<file path="config.mk">
export PLATFORM = sky130hd
export DESIGN_NAME = conv_fifo
export DESIGN_NICKNAME = d
export VERILOG_FILES = /design/src/rtl/conv_fifo_pkg.sv /design/src/rtl/fifo_ram_dp.sv /design/src/rtl/conv_fifo.sv
export SDC_FILE = /design/constraint.sdc
export NUM_CORES = 1
export LEC_CHECK = 0
export CORE_ASPECT_RATIO = 1.4
export CORE_MARGIN = 2
export CORE_UTILIZATION = 30
export CTS_BUF_LIST = sky130_fd_sc_hd__clkbuf_4
export CTS_CLUSTER_SIZE = 16
export DETAILED_ROUTE_END_ITERATION = 6
export PLACE_DENSITY = 0.43
export RECOVER_POWER = 25
export SETUP_SLACK_MARGIN = 0.02
export SLEW_MARGIN = 30
export SYNTH_ARGS = -nofsm -noshare
export SYNTH_HDL_FRONTEND = slang
export SYNTH_HIERARCHICAL = 1
export SYNTH_SLANG_ARGS = --single-unit
</file>
<file path="constraint.sdc">
create_clock -name clk -period 10.5 [get_ports clk]
set_input_delay 2.1 -clock clk [delete_from_list [all_inputs] [get_ports clk]]
set_output_delay 2.1 -clock clk [all_outputs]
set_load 0.05 [all_outputs]
</file>
<file path="src/rtl/conv_fifo_pkg.sv">
// rtl/conv_fifo_pkg.sv - shared types and elaboration helpers for conv_fifo
package conv_fifo_pkg;

  typedef struct packed {
    logic full;
    logic almost_full;
    logic empty;
    logic almost_empty;
    logic overflow;
    logic underflow;
  } conv_fifo_status_t;

  function automatic int ptr_width(input int depth);
    return $clog2(depth);
  endfunction

  function automatic bit depth_ok(input int depth);
    return (depth >= 4) && ((depth & (depth - 1)) == 0);
  endfunction

  function automatic bit levels_ok(input int depth, input int ae_level, input int af_level);
    return (ae_level < af_level) && (af_level <= depth);
  endfunction

endpackage

</file>
<file path="src/rtl/fifo_ram_dp.sv">
// rtl/fifo_ram_dp.sv - dual-port storage with one write port and a registered read port
// The array itself is never reset; only the read register is, so dout starts at zero.
module fifo_ram_dp #(
  parameter int WIDTH = 16,
  parameter int DEPTH = 64,
  parameter int AW    = $clog2(DEPTH)
) (
  input  logic             clk,
  input  logic             rst_n,
  input  logic             wr_en_i,
  input  logic [AW-1:0]    wr_addr_i,
  input  logic [WIDTH-1:0] wr_data_i,
  input  logic             rd_en_i,
  input  logic [AW-1:0]    rd_addr_i,
  output logic [WIDTH-1:0] rd_data_o
);

  logic [WIDTH-1:0] mem_q [DEPTH];
  logic [WIDTH-1:0] rd_data_q;

  always_ff @(posedge clk) begin
    if (wr_en_i) begin
      mem_q[wr_addr_i] <= wr_data_i;
    end
  end

  always_ff @(posedge clk or negedge rst_n) begin
    if (!rst_n) begin
      rd_data_q <= '0;
    end else if (rd_en_i) begin
      rd_data_q <= mem_q[rd_addr_i];
    end
  end

  assign rd_data_o = rd_data_q;

endmodule

</file>
<file path="src/rtl/conv_fifo.sv">
// rtl/conv_fifo.sv - pointer, count and flag controller for the convolver FIFO
// Flags come only from registered pointers/count, so none depends combinationally on wr_en/rd_en.
module conv_fifo
  import conv_fifo_pkg::*;
#(
  parameter int WIDTH    = 16,
  parameter int DEPTH    = 64,
  parameter int AF_LEVEL = DEPTH - 2,
  parameter int AE_LEVEL = 2
) (
  input  logic                          clk,
  input  logic                          rst_n,
  input  logic                          flush,
  input  logic                          wr_en,
  input  logic [WIDTH-1:0]              din,
  input  logic                          rd_en,
  output logic [WIDTH-1:0]              dout,
  output logic                          dout_valid,
  output logic                          full,
  output logic                          almost_full,
  output logic                          empty,
  output logic                          almost_empty,
  output logic [ptr_width(DEPTH):0]     count,
  output logic                          overflow,
  output logic                          underflow
);

  localparam int AW = ptr_width(DEPTH);

  if (!depth_ok(DEPTH)) begin : g_bad_depth
    $error("conv_fifo: DEPTH must be a power of two and at least 4");
  end
  if (!levels_ok(DEPTH, AE_LEVEL, AF_LEVEL)) begin : g_bad_levels
    $error("conv_fifo: need AE_LEVEL < AF_LEVEL <= DEPTH");
  end

  logic [AW:0] wr_ptr_q, wr_ptr_d;
  logic [AW:0] rd_ptr_q, rd_ptr_d;
  logic [AW:0] count_q, count_d;
  logic        dout_valid_q, dout_valid_d;
  logic        overflow_q, overflow_d;
  logic        underflow_q, underflow_d;
  logic        push_ok, pop_ok;
  conv_fifo_status_t status;

  assign status.full         = (wr_ptr_q[AW-1:0] == rd_ptr_q[AW-1:0]) && (wr_ptr_q[AW] != rd_ptr_q[AW]);
  assign status.empty        = (wr_ptr_q == rd_ptr_q);
  assign status.almost_full  = (count_q >= (AW+1)'(AF_LEVEL));
  assign status.almost_empty = (count_q <= (AW+1)'(AE_LEVEL));
  assign status.overflow     = overflow_q;
  assign status.underflow    = underflow_q;

  // Flush swallows both requests, so neither memory port fires that cycle.
  assign push_ok = wr_en && !status.full  && !flush;
  assign pop_ok  = rd_en && !status.empty && !flush;

  always_comb begin
    wr_ptr_d     = wr_ptr_q;
    rd_ptr_d     = rd_ptr_q;
    count_d      = count_q;
    dout_valid_d = pop_ok;
    overflow_d   = overflow_q;
    underflow_d  = underflow_q;
    if (flush) begin
      wr_ptr_d     = '0;
      rd_ptr_d     = '0;
      count_d      = '0;
      dout_valid_d = 1'b0;
      overflow_d   = 1'b0;
      underflow_d  = 1'b0;
    end else begin
      if (push_ok) wr_ptr_d = wr_ptr_q + 1'b1;
      if (pop_ok)  rd_ptr_d = rd_ptr_q + 1'b1;
      case ({push_ok, pop_ok})
        2'b10:   count_d = count_q + 1'b1;
        2'b01:   count_d = count_q - 1'b1;
        default: count_d = count_q;
      endcase
      if (wr_en && status.full)  overflow_d  = 1'b1;
      if (rd_en && status.empty) underflow_d = 1'b1;
    end
  end

  always_ff @(posedge clk or negedge rst_n) begin
    if (!rst_n) begin
      wr_ptr_q     <= '0;
      rd_ptr_q     <= '0;
      count_q      <= '0;
      dout_valid_q <= 1'b0;
      overflow_q   <= 1'b0;
      underflow_q  <= 1'b0;
    end else begin
      wr_ptr_q     <= wr_ptr_d;
      rd_ptr_q     <= rd_ptr_d;
      count_q      <= count_d;
      dout_valid_q <= dout_valid_d;
      overflow_q   <= overflow_d;
      underflow_q  <= underflow_d;
    end
  end

  fifo_ram_dp #(
    .WIDTH (WIDTH),
    .DEPTH (DEPTH),
    .AW    (AW)
  ) u_ram (
    .clk       (clk),
    .rst_n     (rst_n),
    .wr_en_i   (push_ok),
    .wr_addr_i (wr_ptr_q[AW-1:0]),
    .wr_data_i (din),
    .rd_en_i   (pop_ok),
    .rd_addr_i (rd_ptr_q[AW-1:0]),
    .rd_data_o (dout)
  );

  assign dout_valid   = dout_valid_q;
  assign count        = count_q;
  assign full         = status.full;
  assign almost_full  = status.almost_full;
  assign empty        = status.empty;
  assign almost_empty = status.almost_empty;
  assign overflow     = status.overflow;
  assign underflow    = status.underflow;

endmodule

</file>
==> qor.txt <==
Area of placed instances -> 0.0443 sq mm
Worst-Skew Late Latency -> 1.18 ns
Die X -> 318 um
Final setup vio count -> 0
Maximum operating frequency -> 160 MHz
Synth Flop Type -> edfxtp_1
CTS Hold Bufs -> 0
Clk sink count -> 1,064
Fin. Hold Viols -> 0
Register bit total from synthesis -> 1,064
Clk_skew -> 0.0677 ns
CP max FO -> 35
Setup repair after global routing missed its margin -> no
Initial antenna violation count -> 3
P_leak -> 14.9 nW
Starting density of the core -> 30.1%
TritonCTS clock tree -> yes
Area grow syn2layout -> 14.5%
CP Capture Type -> primary output
Post CTS Setup Buffer Count -> 0
First-pass GRT wire length -> 161 mm
WP data required -> 8.40 ns
Min Clock Period, post-route -> 6.24 ns
Outcome -> complete, but fails checks
CTS root buffer -> clkbuf_4
Reg clk slew, reported paths -> 0.07 ns
IO Port Bufs -> 50
Core area -> 0.137 sq mm
DRT Wirelength -> 111 mm
Die H -> 444 um
Vias in the first global route -> 23,000
Actual slew at the worst max-slew pin -> 3.73 ns
Hold WC Path Type -> reg -> reg
Ranking of synthesized cells by area -> edfxtp_1, mux4_2, mux2i_1, dfrtp_1, a22oi_1
# IOs -> 51
HPWL Detailed -> 67.1 mm
GPL Wtd Cong -> 0.833
Max Buffers Root-to-Sink -> 4
PwrDens -> 191 mW/mm^2
Total Power -> 9.05 mW
Residual DRC -> 0
Post-synth ARST share -> 3.76%
VDD IR max -> 106 uV
WL/cell -> 25.7 um
Clock buffers created by TritonCTS -> 285
Nets -> 2,400
# resized after CTS -> 0
Seq/Total Area, Yosys -> 76.7%
Grt ovf -> 0
Via Count -> 21,100
CP arrival -> 4.14 ns
Syn_area_per_cell -> 20.3 sq um
Synth top area share -> 74.2%
Synth warnings -> 6
Synthesized area -> 0.0414 sq mm
Tcrit/Tclk final -> 59.5%
Post-route cell area -> 0.0474 sq mm
Routed vias/inst -> 4.87
Pin count of the biggest net entering global routing -> 142
Iteration-0 DRC Markers -> 1,453
Post-synth EDFFs -> 1,024
CTS H-tree depth -> 5
Crit path kind -> reg -> out
Layout cells sized above 1 -> 30.3%
Slew Limit Fails -> 951
Max_cap viols -> 15
Launching element type of the critical path -> flop
Syn Nets -> 2,071
Die Area -> 0.141 sq mm
Setup tns final -> 0 ns
Max-slew headroom -> -148%
Post-synth top area cell -> edfxtp_1
First-pass DRT Iterations -> 5
Yosys cell types -> 57
Number of placement rows -> 161
Violated checks -> max-capacitance violations, max-slew violations
Synth Instances -> 2,042
Antenna Violating Nets Remaining -> 0
Total GRT Usage -> 15.9%
## routing by layer
metal / vias up / global-route usage [%] / part of all wire, %
met5: - / 0 / 0
met4: 0 / 7.50 / 4.2
met3: 229 / 3.43 / 4.0
met2: 582 / 28.1 / 53
met1: 11000 / 18.2 / 39
li1: 9219 / - / -
## synth_stat cells (4+ instances only)
cell / number
mux2i_1: 119
nor3_1: 21
edfxtp_1: 1024
dfrtp_1: 40
a21oi_1: 53
nor3b_2: 4
nand4_1: 7
mux2_2: 46
nand3_1: 24
buf_6: 17
nand2_1: 48
a22oi_1: 79
xnor2_1: 6
nor2_1: 112
clkbuf_1: 50
xor2_1: 19
nor2b_1: 23
buf_2: 36
nand2b_1: 4
ha_1: 7
mux4_2: 192
o22ai_1: 63
## critical path, stage by stage, from the launching register on
cell,delay [ns]
dfrtp_4,0.89
xor2_1,0.21
nor4_4,0.47
nand2_1,0.12
nor2_1,0.35
clkdlybuf4s50_1,0.89
## registers in the layout (all words and copies together) (netlist names)
signal / flops
underflow: 1
rd_ptr_q: 7
overflow: 1
u_ram/mem_q: 1024
wr_ptr_q: 7
count: 7
u_ram/rd_data_o: 16
dout_valid: 1
## power breakdown
| group | internal [mW] | switching, mW | total, mW |
|---|---|---|---|
| Sequential | 4.69 | 0.0778 | 4.77 |
| Clock | 1.70 | 1.61 | 3.31 |
| Combinational | 0.375 | 0.593 | 0.968 |
| Total | 6.76 | 2.28 | 9.05 |
## worst paths after layout
| check | startpoint | end | slack [ns] | depth (start not counted) |
|---|---|---|---|---|
| setup / recovery | rd_ptr_q[0]$_DFFE_PN0P_ | empty | 4.26 | 5 |
| hold / removal | underflow$_DFFE_PN0P_ | underflow$_DFFE_PN0P_ | 0.52 | 2 |
| setup reg to reg | rd_ptr_q[0]$_DFFE_PN0P_ | u_ram/mem_q[14][0]$_DFFE_PP_ | 6.34 | 9 |
| hold reg to reg | underflow$_DFFE_PN0P_ | underflow$_DFFE_PN0P_ | 0.52 | 2 |
| max in group asynchronous | rst_n | rd_ptr_q[2]$_DFFE_PN0P_ | 7.01 | 2 |
| min in group asynchronous | rst_n | count[3]$_DFFE_PN0P_ | 1.76 | 2 |
## cell usage in the layout, fill, tap and decap left out, types with 48 or more instances in the layout
cell	instances
buf_4	83
nor2_1	111
mux2i_1	119
a21oi_1	53
clkbuf_4	390
nand2_1	48
a22oi_1	79
mux4_2	192
o22ai_1	63
edfxtp_1	1024
clkinv_1	48
## cell type report
class / count / area, sq um
fill: 13000 / 90000
inverter: 3 / 11.3
sequential: 1064 / 31800
multi-input combinational: 866 / 9090
antenna: 8 / 20.0
timing repair buffer: 151 / 1140
clock buffer: 390 / 2930
clock inverter: 57 / 223
tap: 1793 / 2240
## stage by stage
| step | instances | hold slack [ns] | setup slack (ns) | util (%) |
|---|---|---|---|---|
| 5_1_grt | 4331 | 0.560 | 3.82 | 34.5 |
| 3_5_place_dp | 3877 | 0.494 | 4.66 | 32.2 |
| 4_1_cts | 4324 | 0.509 | 4.03 | 34.5 |
| 3_3_place_gp | 3875 | 0.491 | 4.79 | 32.2 |
| 2_1_floorplan | 2042 | 0.554 | 5.79 | - |
| 6_report | 4332 | 0.515 | 4.26 | 34.5 |
## logic make-up after synthesis
group	after synthesis	synth area share, %
xor gates and xnor gates	25	0.529
muxes	359	14.6
and+or+nand+nor	266	3.11
AOI/OAI and AO/OA	208	3.33
adders and majority gates	8	0.260
buffers and inverters	112	1.49
DFF	1064	76.7
Power figures use the tool's default switching activity.
